## config.mk

```make
export PLATFORM = sky130hd
export DESIGN_NAME = mem_port_arbiter
export DESIGN_NICKNAME = d
export VERILOG_FILES = /design/src/rtl/mem_port_arbiter.sv
export SDC_FILE = /design/constraint.sdc
export NUM_CORES = 1
export LEC_CHECK = 0
export CAP_MARGIN = 40
export CORE_AREA = 2 2 107 109
export DETAILED_ROUTE_END_ITERATION = 12
export DIE_AREA = 0 0 109 111
export DONT_BUFFER_PORTS = 1
export MAX_ROUTING_LAYER = met4
export PLACE_DENSITY = 0.3
export SLEW_MARGIN = 0
export SYNTH_ARGS = -nofsm -noshare
export SYNTH_HDL_FRONTEND = slang
export SYNTH_SLANG_ARGS = --single-unit
```

## constraint.sdc

```tcl
create_clock -name clk -period 3.8 [get_ports clk]
set_input_delay 0.57 -clock clk [delete_from_list [all_inputs] [get_ports clk]]
set_output_delay 0.57 -clock clk [all_outputs]
set_load 0.05 [all_outputs]
```

## src/rtl/mem_port_arbiter.sv

```systemverilog
// Two-requester arbiter in front of the single-port Memory block.
// Writes complete in the grant cycle; reads occupy one extra RWAIT cycle for the data return.
module mem_port_arbiter #(
  parameter int ADDR_W     = 32,
  parameter bit FIXED_PRIO = 1'b0
) (
  input  logic              clk,
  input  logic              resetn,
  input  logic              a_req,
  input  logic [ADDR_W-1:0] a_addr,
  input  logic [31:0]       a_wdata,
  input  logic [3:0]        a_wmask,
  output logic              a_gnt,
  output logic              a_rvalid,
  input  logic              b_req,
  input  logic [ADDR_W-1:0] b_addr,
  input  logic [31:0]       b_wdata,
  input  logic [3:0]        b_wmask,
  output logic              b_gnt,
  output logic              b_rvalid,
  output logic [31:0]       rdata,
  output logic [ADDR_W-1:0] mem_addr,
  output logic              mem_rstrb,
  output logic [31:0]       mem_wdata,
  output logic [3:0]        mem_wmask,
  input  logic [31:0]       mem_rdata,
  output logic              busy
);

  typedef enum logic [0:0] {
    IDLE  = 1'b0,
    RWAIT = 1'b1
  } state_t;

  state_t state_r, state_nxt_s;
  // last_grant_r: 1'b1 means B was served last
  logic last_grant_r, last_grant_nxt_s;
  logic a_rvalid_r, b_rvalid_r, a_rvalid_nxt_s, b_rvalid_nxt_s;
  logic win_a_s, win_b_s;
  logic a_gnt_s, b_gnt_s, mem_rstrb_s;
  logic [ADDR_W-1:0] mem_addr_s;
  logic [31:0] mem_wdata_s;
  logic [3:0] mem_wmask_s;

  // Arbitration, memory-side muxing and next-state decode
  always_comb begin
    state_nxt_s      = state_r;
    last_grant_nxt_s = last_grant_r;
    a_rvalid_nxt_s   = 1'b0;
    b_rvalid_nxt_s   = 1'b0;
    win_a_s          = 1'b0;
    win_b_s          = 1'b0;
    a_gnt_s          = 1'b0;
    b_gnt_s          = 1'b0;
    mem_rstrb_s      = 1'b0;
    mem_addr_s       = {ADDR_W{1'b0}};
    mem_wdata_s      = 32'h0000_0000;
    mem_wmask_s      = 4'b0000;
    case (state_r)
      IDLE: begin
        // A wins if alone, under fixed priority, or when B was served last
        win_a_s = a_req && (!b_req || (FIXED_PRIO == 1'b1) || last_grant_r);
        win_b_s = b_req && !win_a_s;
        if (win_a_s) begin
          a_gnt_s          = 1'b1;
          mem_addr_s       = a_addr;
          mem_wdata_s      = a_wdata;
          mem_wmask_s      = a_wmask;
          mem_rstrb_s      = (a_wmask == 4'b0000);
          last_grant_nxt_s = 1'b0;
          a_rvalid_nxt_s   = (a_wmask == 4'b0000);
          state_nxt_s      = (a_wmask == 4'b0000) ? RWAIT : IDLE;
        end else if (win_b_s) begin
          b_gnt_s          = 1'b1;
          mem_addr_s       = b_addr;
          mem_wdata_s      = b_wdata;
          mem_wmask_s      = b_wmask;
          mem_rstrb_s      = (b_wmask == 4'b0000);
          last_grant_nxt_s = 1'b1;
          b_rvalid_nxt_s   = (b_wmask == 4'b0000);
          state_nxt_s      = (b_wmask == 4'b0000) ? RWAIT : IDLE;
        end else begin
          state_nxt_s = IDLE;
        end
      end
      RWAIT: begin
        state_nxt_s = IDLE;
      end
      default: begin
        state_nxt_s = IDLE;
      end
    endcase
  end

  // State, round-robin pointer and read-owner flops
  always_ff @(posedge clk or negedge resetn) begin
    if (!resetn) begin
      state_r      <= IDLE;
      last_grant_r <= 1'b1;
      a_rvalid_r   <= 1'b0;
      b_rvalid_r   <= 1'b0;
    end else begin
      state_r      <= state_nxt_s;
      last_grant_r <= last_grant_nxt_s;
      a_rvalid_r   <= a_rvalid_nxt_s;
      b_rvalid_r   <= b_rvalid_nxt_s;
    end
  end

  assign a_gnt     = a_gnt_s;
  assign b_gnt     = b_gnt_s;
  assign a_rvalid  = a_rvalid_r;
  assign b_rvalid  = b_rvalid_r;
  assign rdata     = mem_rdata;
  assign mem_addr  = mem_addr_s;
  assign mem_rstrb = mem_rstrb_s;
  assign mem_wdata = mem_wdata_s;
  assign mem_wmask = mem_wmask_s;
  assign busy      = (state_r == RWAIT);

endmodule

```

# --- Word level (Yosys, flattened, before mapping) ---
# Cells that the tools add are included.
# Widths: inputs -> output; s select.
totals:
  output_inout_bits: 106
  romBits: 0
  latchBits: 0
  mem_count: 0
  wordCells: 42
  ramBits: 0
  regBits: 4
  inputBits: 172
op_classes:
  n_eq_ne: 0
  n_div: 0
  mul: 0
  n_bitwise: 1
  n_addsub: 0
  magnitude_cmp: 0
  muxes: 28
  shift: 0
  reduce_logical: 9
op_table:
  columns: ["cell", "count"]
  rows:
  - ["$mux 32", 6]
  - ["$mux 1", 18]
  - ["$mux 4", 3]
  - ["$logic_not 4->1", 2]
  - ["$logic_and 1x1->1", 2]
  - ["$logic_not 1->1", 2]
  - ["$pmux 1 s2", 1]
  - ["$reduce_and 2->1", 1]
  - ["$reduce_bool 2->1", 1]
  - ["$logic_or 1x1->1", 1]
  - ["$not 1->1", 1]

# --- Logic depth before layout (Yosys ltp) ---
# Gate-level depths: netlist of run 1.
depth:
  ltp_word: 8
  ltp_mapped: 6
  ltp_nobuf: 4

# --- Least setup slack after synthesis of run 1 ---
# No wires, ideal clock.
synth_timing:
  kind: "register to output"
  start: "register state_r, in the netlist busy"
  end: "output port mem_addr[21]"
  path_stages_with_launch: 6
  t_required_ns: 3.230
  path_buffers: 1
  arrival_ns: 1.838
  slack_ns: 1.392
  path_cell_list: "dfrtp_1 nand2b_1 nand2b_4 inv_2 buf_2 a22o_1"
synth_via:
  elab_chain_len: 1
synth_rtl:
  columns: ["element", "line", "source"]
  rows:
  - ["start, declared", "35", "state_t state_r, state_nxt_s;"]
  - ["start signal, assigned", "103", "state_r <= state_nxt_s;"]
  - ["$mux 32", "59", "case (state_r)"]
  - ["end, declared", "22", "output logic [ADDR_W-1:0] mem_addr,"]
# Every way passes these cells.

# --- Worst setup path after layout of run 1 ---
layout_timing:
  start: "register state_r, in the netlist busy"
  end: "output port mem_wdata[30]"
layout_via:
  elab_chain_len: 1
layout_rtl:
  columns: ["element", "line", "source"]
  rows:
  - ["$mux 32", "59", null]
  - ["end, declared", "24", "output logic [31:0] mem_wdata,"]
# Every way passes these cells.

==> results of run 1 <==
final timing paths:
check                              from            end  slack (ns)  cells after the start
hold / removal                   resetn       a_rvalid        0.04                      0
min in group clk                  a_req       b_rvalid        0.44                      1
max in group asynchronous        resetn   last_grant_r        3.59                      0
setup / recovery                   busy  mem_wdata[30]        0.76                      4
setup reg to reg                   busy           busy        2.10                      3
hold reg to reg            last_grant_r   last_grant_r        0.53                      2
cells in the mapped netlist:
| master | n | area (µm²) |
|---|---|---|
| nand2b_1 | 2 | 12.51 |
| buf_6 | 2 | 22.52 |
| o21bai_2 | 1 | 11.26 |
| o21ai_0 | 1 | 5.000 |
| inv_2 | 1 | 3.750 |
| a21oi_2 | 1 | 8.760 |
| buf_2 | 10 | 50.05 |
| buf_4 | 34 | 255.2 |
| a211oi_2 | 1 | 12.51 |
| nand2b_4 | 2 | 27.53 |
| a22o_2 | 1 | 10.01 |
| nand2_1 | 1 | 3.750 |
| nor2_1 | 1 | 3.750 |
| dfstp_2 | 1 | 26.28 |
| dfrtp_1 | 3 | 75.07 |
| a22o_1 | 67 | 586.8 |
| or4_1 | 1 | 7.510 |
| or4_4 | 1 | 11.26 |
sequential cells by signal, summed over array words and instances (netlist names):
register      cells
a_rvalid          1
b_rvalid          1
busy              1
last_grant_r      1
cell type report:
type,instances,area share
well taps,143,0.1592
repair buffers,5,0.04454
flip-flops and latches,4,0.09020
multi-input cells,80,0.6303
inverters,1,0.003341
clock buffers,4,0.07016
diodes,1,0.002227
per-layer routing:
layer  routed length (µm)  vias to the layer above  track usage
met4                   65                        0      0.02906
li1                     -                      418            -
met5                    0                        -            -
met1                 1356                      460      0.05595
met2                 2607                      149       0.1296
met3                  648                       12      0.02293
placed cells by master (no fill, tap or decap), drive strengths merged:
| master | instances |
|---|---|
| a211oi | 1 |
| a21oi | 1 |
| a22o | 68 |
| buf | 5 |
| clkbuf | 4 |
| dfrtp | 3 |
| dfstp | 1 |
| diode | 1 |
| inv | 1 |
| nand2 | 1 |
| nand2b | 4 |
| nor2 | 1 |
| o21ai | 1 |
| o21bai | 1 |
| or4 | 2 |
power by group through the flow:
stage | clock network [mW] | registers, mW | logic (mW)
floorplan | 0 | 0.0523 | 0.538
global placement | 0 | 0.0541 | 0.470
detailed placement | 0 | 0.0540 | 0.470
CTS | 0.175 | 0.0536 | 0.470
global route | 0.181 | 0.0541 | 0.486
finish | 0.173 | 0.0535 | 0.468
critical path, cell delays in order (launching register included):
cell and delay [ns]:
dfrtp_1 0.57, nand2b_4 0.26, a21oi_4 0.42, buf_4 0.41
a22o_1 0.56
kinds of logic (layout without fill, tap and decap cells):
group	Yosys count	in the layout	share of synthesized area
other	0	1	0
buffers and inverters	47	10	0.2925
AOI/OAI and AO/OA	72	72	0.5596
DFF	4	4	0.08941
and+or+nand+nor	8	8	0.05850
metrics by stage:
step	instances	cell area (µm²)	hold WS, ns	worst slack (ns)	util
after floorplan	131	1134	0.2744	1.392	-
after global placement	233	1042	0.2746	0.9907	0.09409
after detailed placement	233	1042	0.2746	0.9667	0.09409
after CTS	237	1121	0.03567	0.7234	0.1012
after global routing	238	1124	0.03000	0.6344	0.1014
final	238	1124	0.03781	0.7618	0.1014
==> impl_metrics.csv, run 1 <==
group,metric,value,unit
critical_path,path_max_fanout,32,
cts,cts_buffer_depth,2,
finish,nNetsFinal,267,
route,drtAntennaViolNets,0,
power_and_ir_drop,combPwrFrac,0.674,
cts,cts_inserted_buffers,3,
power_and_ir_drop,total_power,0.6941,mW
finish,num-fill-cells,1293,
power_and_ir_drop,swShare,0.6174,
cts,post_cts_resize_count,0,
cts,h-tree-depth,1,
route,via_count,1039,
critical_path,crit_path_end_kind,"output pin",
yosys,syn_nets,303,
sta,clock.fmax,329.1,MHz
outcome,status,"finished clean",
critical_path,crit_arrival,2.47,ns
sta,rsz0062_at_grt,"no",
die,io_pins,278,
die,core,11080,µm²
cts,cts_hold_buf,0,
yosys,yosysSeqAreaShare,0.08940,
sta,fin_skew,0.0004366,ns
sta,max_slew_margin,0.5726,
sta,worst_slew_pin_slew,0.6406,ns
sta,slew_viol_final,0,
finish,multi_input_area,708.2,µm²
place,place_congestion,0.7058,
power_and_ir_drop,p_int,0.2655,mW
sta,final-setup-viol-count,0,
global_route,track_usage,0.06710,
cts,postCtsSetupBuffers,0,
global_route,grt_pass1_vias,997,
power_and_ir_drop,clockPowerShare,0.249,
critical_path,cp-start-kind,"flop",
yosys,netlist_instances,131,
die,fp.dieW,109,µm
yosys,synth_seq_cells,4,
cts,cts_root_buf,"clkbuf_16",
yosys,syn_area,1134,µm²
global_route,grt_pass1_wl,5713,µm
route,vias_per_cell,4.366,
place,io_buffers,0,
route,drt_iter0_drc,27,
cts,path_clk_slew,0.03,ns
worst_hold_path,worstHoldPathType,"in -> async",
run,max_cap_violations,0,
finish,final_layout_size_suffix_gt1_frac,0.1809,
yosys,yosys_warnings,0,
critical_path,cp.required,3.23,ns
global_route,grt-ovfl-total,0,
global_route,grt_max_degree,38,
cts,tritoncts,"built",
die,initial_utilization,0.1023,
yosys,synth.distinct_cells,18,
cts,cts.sink_count,4,
power_and_ir_drop,pwr-share-seq,0.077,
route,dr.pass1.iters,3,
finish,syn2layout_area_growth,-0.8828,%
power_and_ir_drop,vdd_drop_max,0.09977,mV
route,drt_wl_total,4678,µm
place,hpwl,4091,µm
power_and_ir_drop,power_density,617.7,nW/µm²
route,routedWlPerCell,19.66,µm
route,drc,0,
sta,layout_min_cycle_time,3.038,ns
sta,fin_crit_sh,0.7995,
cts,clkLatencyLatePin,0.23,ns
critical_path,critPathKind,"reg -> out",
power_and_ir_drop,leakage,0.4295,nW
sta,setup_tns,0,ns
die,die-area,12100,µm²
yosys,syn_area_per_cell,8.653,µm²
power_and_ir_drop,switching_power,0.4285,mW
sta,hold_violations,0,
die,rows,39,
finish,regArea,101.3,µm²
die,chipHeight,111,µm
global_route,antenna_found_initial,1,
Power figures use the tool's default switching activity.
==> run 2: changes to the inputs <==
Clock period 3.8 ns to 3.1 ns, I/O delays scaled along.
==> run 2 against run 1 <==
Net effect: flip-flop and latch count did not move; via count rose by 24%; final area rose by 110%; critical endpoint is now mem_wdata[10]; largest cell class is now non-clock buffers; largest power group unchanged.
==> impl_metrics.csv, run 2 (synthesis gave the netlist of run 1 again) <==
group,metric,value,unit
place,place_congestion,0.6848,
finish,utilization,0.2112,
die,fp.dieW,109,µm
finish,n_antenna_cell,0,
die,rows,39,
place,hpwl,4722,µm
sta,fin_crit_sh,0.8396,
route,drt_iter0_drc,33,
critical_path,cp.required,2.63,ns
die,core,11080,µm²
finish,fin_cells,304,
cts,h-tree-depth,1,
power_and_ir_drop,vdd_drop_max,0.2004,mV
sta,final-setup-viol-count,0,
finish,nNetsFinal,334,
cts,cts_buffer_depth,2,
cts,cts_root_buf,"clkbuf_16",
power_and_ir_drop,leakage,0.9894,nW
route,routedWlPerCell,17.30,µm
sta,clock.fmax,384.2,MHz
critical_path,crit_arrival,2.14,ns
run,max_cap_violations,0,
sta,slew_viol_final,0,
global_route,grt_pass1_vias,1313,
cts,cts_hold_buf,1,
sta,max_slew_margin,0.5320,
cts,postCtsSetupBuffers,0,
outcome,status,"finished clean",
global_route,track_usage,0.07672,
sta,layout_min_cycle_time,2.603,ns
die,die-area,12100,µm²
worst_hold_path,worstHoldPathType,"in -> async",
route,drtAntennaViolNets,0,
sta,worst_slew_pin_slew,0.7015,ns
cts,tritoncts,"built",
route,drc,0,
power_and_ir_drop,power_density,533.6,nW/µm²
critical_path,cp-start-kind,"flop",
global_route,antenna_found_initial,0,
cts,path_clk_slew,0.03,ns
route,drt_wl_total,5259,µm
route,dr.pass1.iters,4,
power_and_ir_drop,switching_power,0.5935,mW
cts,clkLatencyLatePin,0.22,ns
power_and_ir_drop,combPwrFrac,0.782,
global_route,grt_max_degree,38,
sta,fin_skew,0.003581,ns
die,io_pins,278,
cts,cts.sink_count,4,
critical_path,path_max_fanout,37,
critical_path,critPathKind,"reg -> out",
place,dp.cells,299,
finish,final_layout_size_suffix_gt1_frac,0.5155,
sta,hold_violations,0,
global_route,grt-ovfl-total,0,
global_route,grt_pass1_wl,6789,µm
power_and_ir_drop,p_int,0.6550,mW
power_and_ir_drop,swShare,0.4754,
power_and_ir_drop,pwr-share-seq,0.052,
critical_path,crit_path_end_kind,"output pin",
critical_path,r2r_slack,1.35,ns
sta,rsz0062_at_grt,"no",
die,chipHeight,111,µm
route,vias_per_cell,4.247,
finish,syn2layout_area_growth,106.4,%
power_and_ir_drop,clockPowerShare,0.165,
sta,setup_tns,0,ns
finish,layout_common_cells,"67 x a22o_1, 58 x buf_12, 13 x buf_4, 3 x dfrtp_1, 3 x clkbuf_16",
die,initial_utilization,0.1023,
cts,post_cts_resize_count,0,
route,via_count,1291,
finish,layout_commonest_cell,"a22o_1",
cts,cts_inserted_buffers,3,
place,io_buffers,0,
run 2: stage by stage:
stage               power (mW)  worst slack [ns]  hold slack [ns]  cell area [µm²]
floorplan               0.7238            0.7971           0.1694             1134
global placement         1.044            0.7394           0.1696             2251
detailed placement       1.048            0.6997           0.1696             2251
CTS                      1.260            0.4612          0.08613             2340
global route             1.292            0.3990          0.08206             2340
finish                   1.248            0.4973          0.08876             2340
run 2: critical path, cell delays in order, from the launching register on:
cell	delay (ns)
dfrtp_1	0.57
nand2b_1	0.26
nand2b_4	0.16
inv_2	0.05
buf_4	0.40
a22o_1	0.28
buf_12	0.15
run 2: cell type report:
cell class / count / area [µm²]
Clock buffer: 4 / 78.83
Multi-Input combinational cell: 80 / 708.2
Tap cell: 143 / 178.9
Timing Repair Buffer: 72 / 1269
Fill cell: 1163 / 8737
Inverter: 1 / 3.754
Sequential cell: 4 / 101.3
run 2: final timing paths:
path                              start       endpoint  depth (start not counted)
max reg2reg                        busy           busy                          3
max                                busy  mem_wdata[10]                          6
min in group clk                  a_req       b_rvalid                          1
min                              resetn   last_grant_r                          0
max in group asynchronous        resetn       a_rvalid                          1
min reg2reg                last_grant_r   last_grant_r                          2
run 2: power groups by stage:
stage                     Combinational [mW]  Clock, mW  Sequential, mW
after global routing                    1.01      0.215          0.0663
after detailed placement               0.982          0          0.0660
final                                  0.977      0.207          0.0654
after CTS                              0.985      0.210          0.0655
after global placement                 0.978          0          0.0659
after floorplan                        0.660          0          0.0641
run 2: layer usage:
metal | wire length, µm | global-route usage | share of wire | vias up
li1 | - | - | - | 552
met2 | 2932 | 0.1545 | 0.56 | 150
met3 | 723 | 0.02293 | 0.14 | 10
met5 | 0 | - | 0 | -
met1 | 1544 | 0.06517 | 0.29 | 579
met4 | 59 | 0.02222 | 0.011 | 0
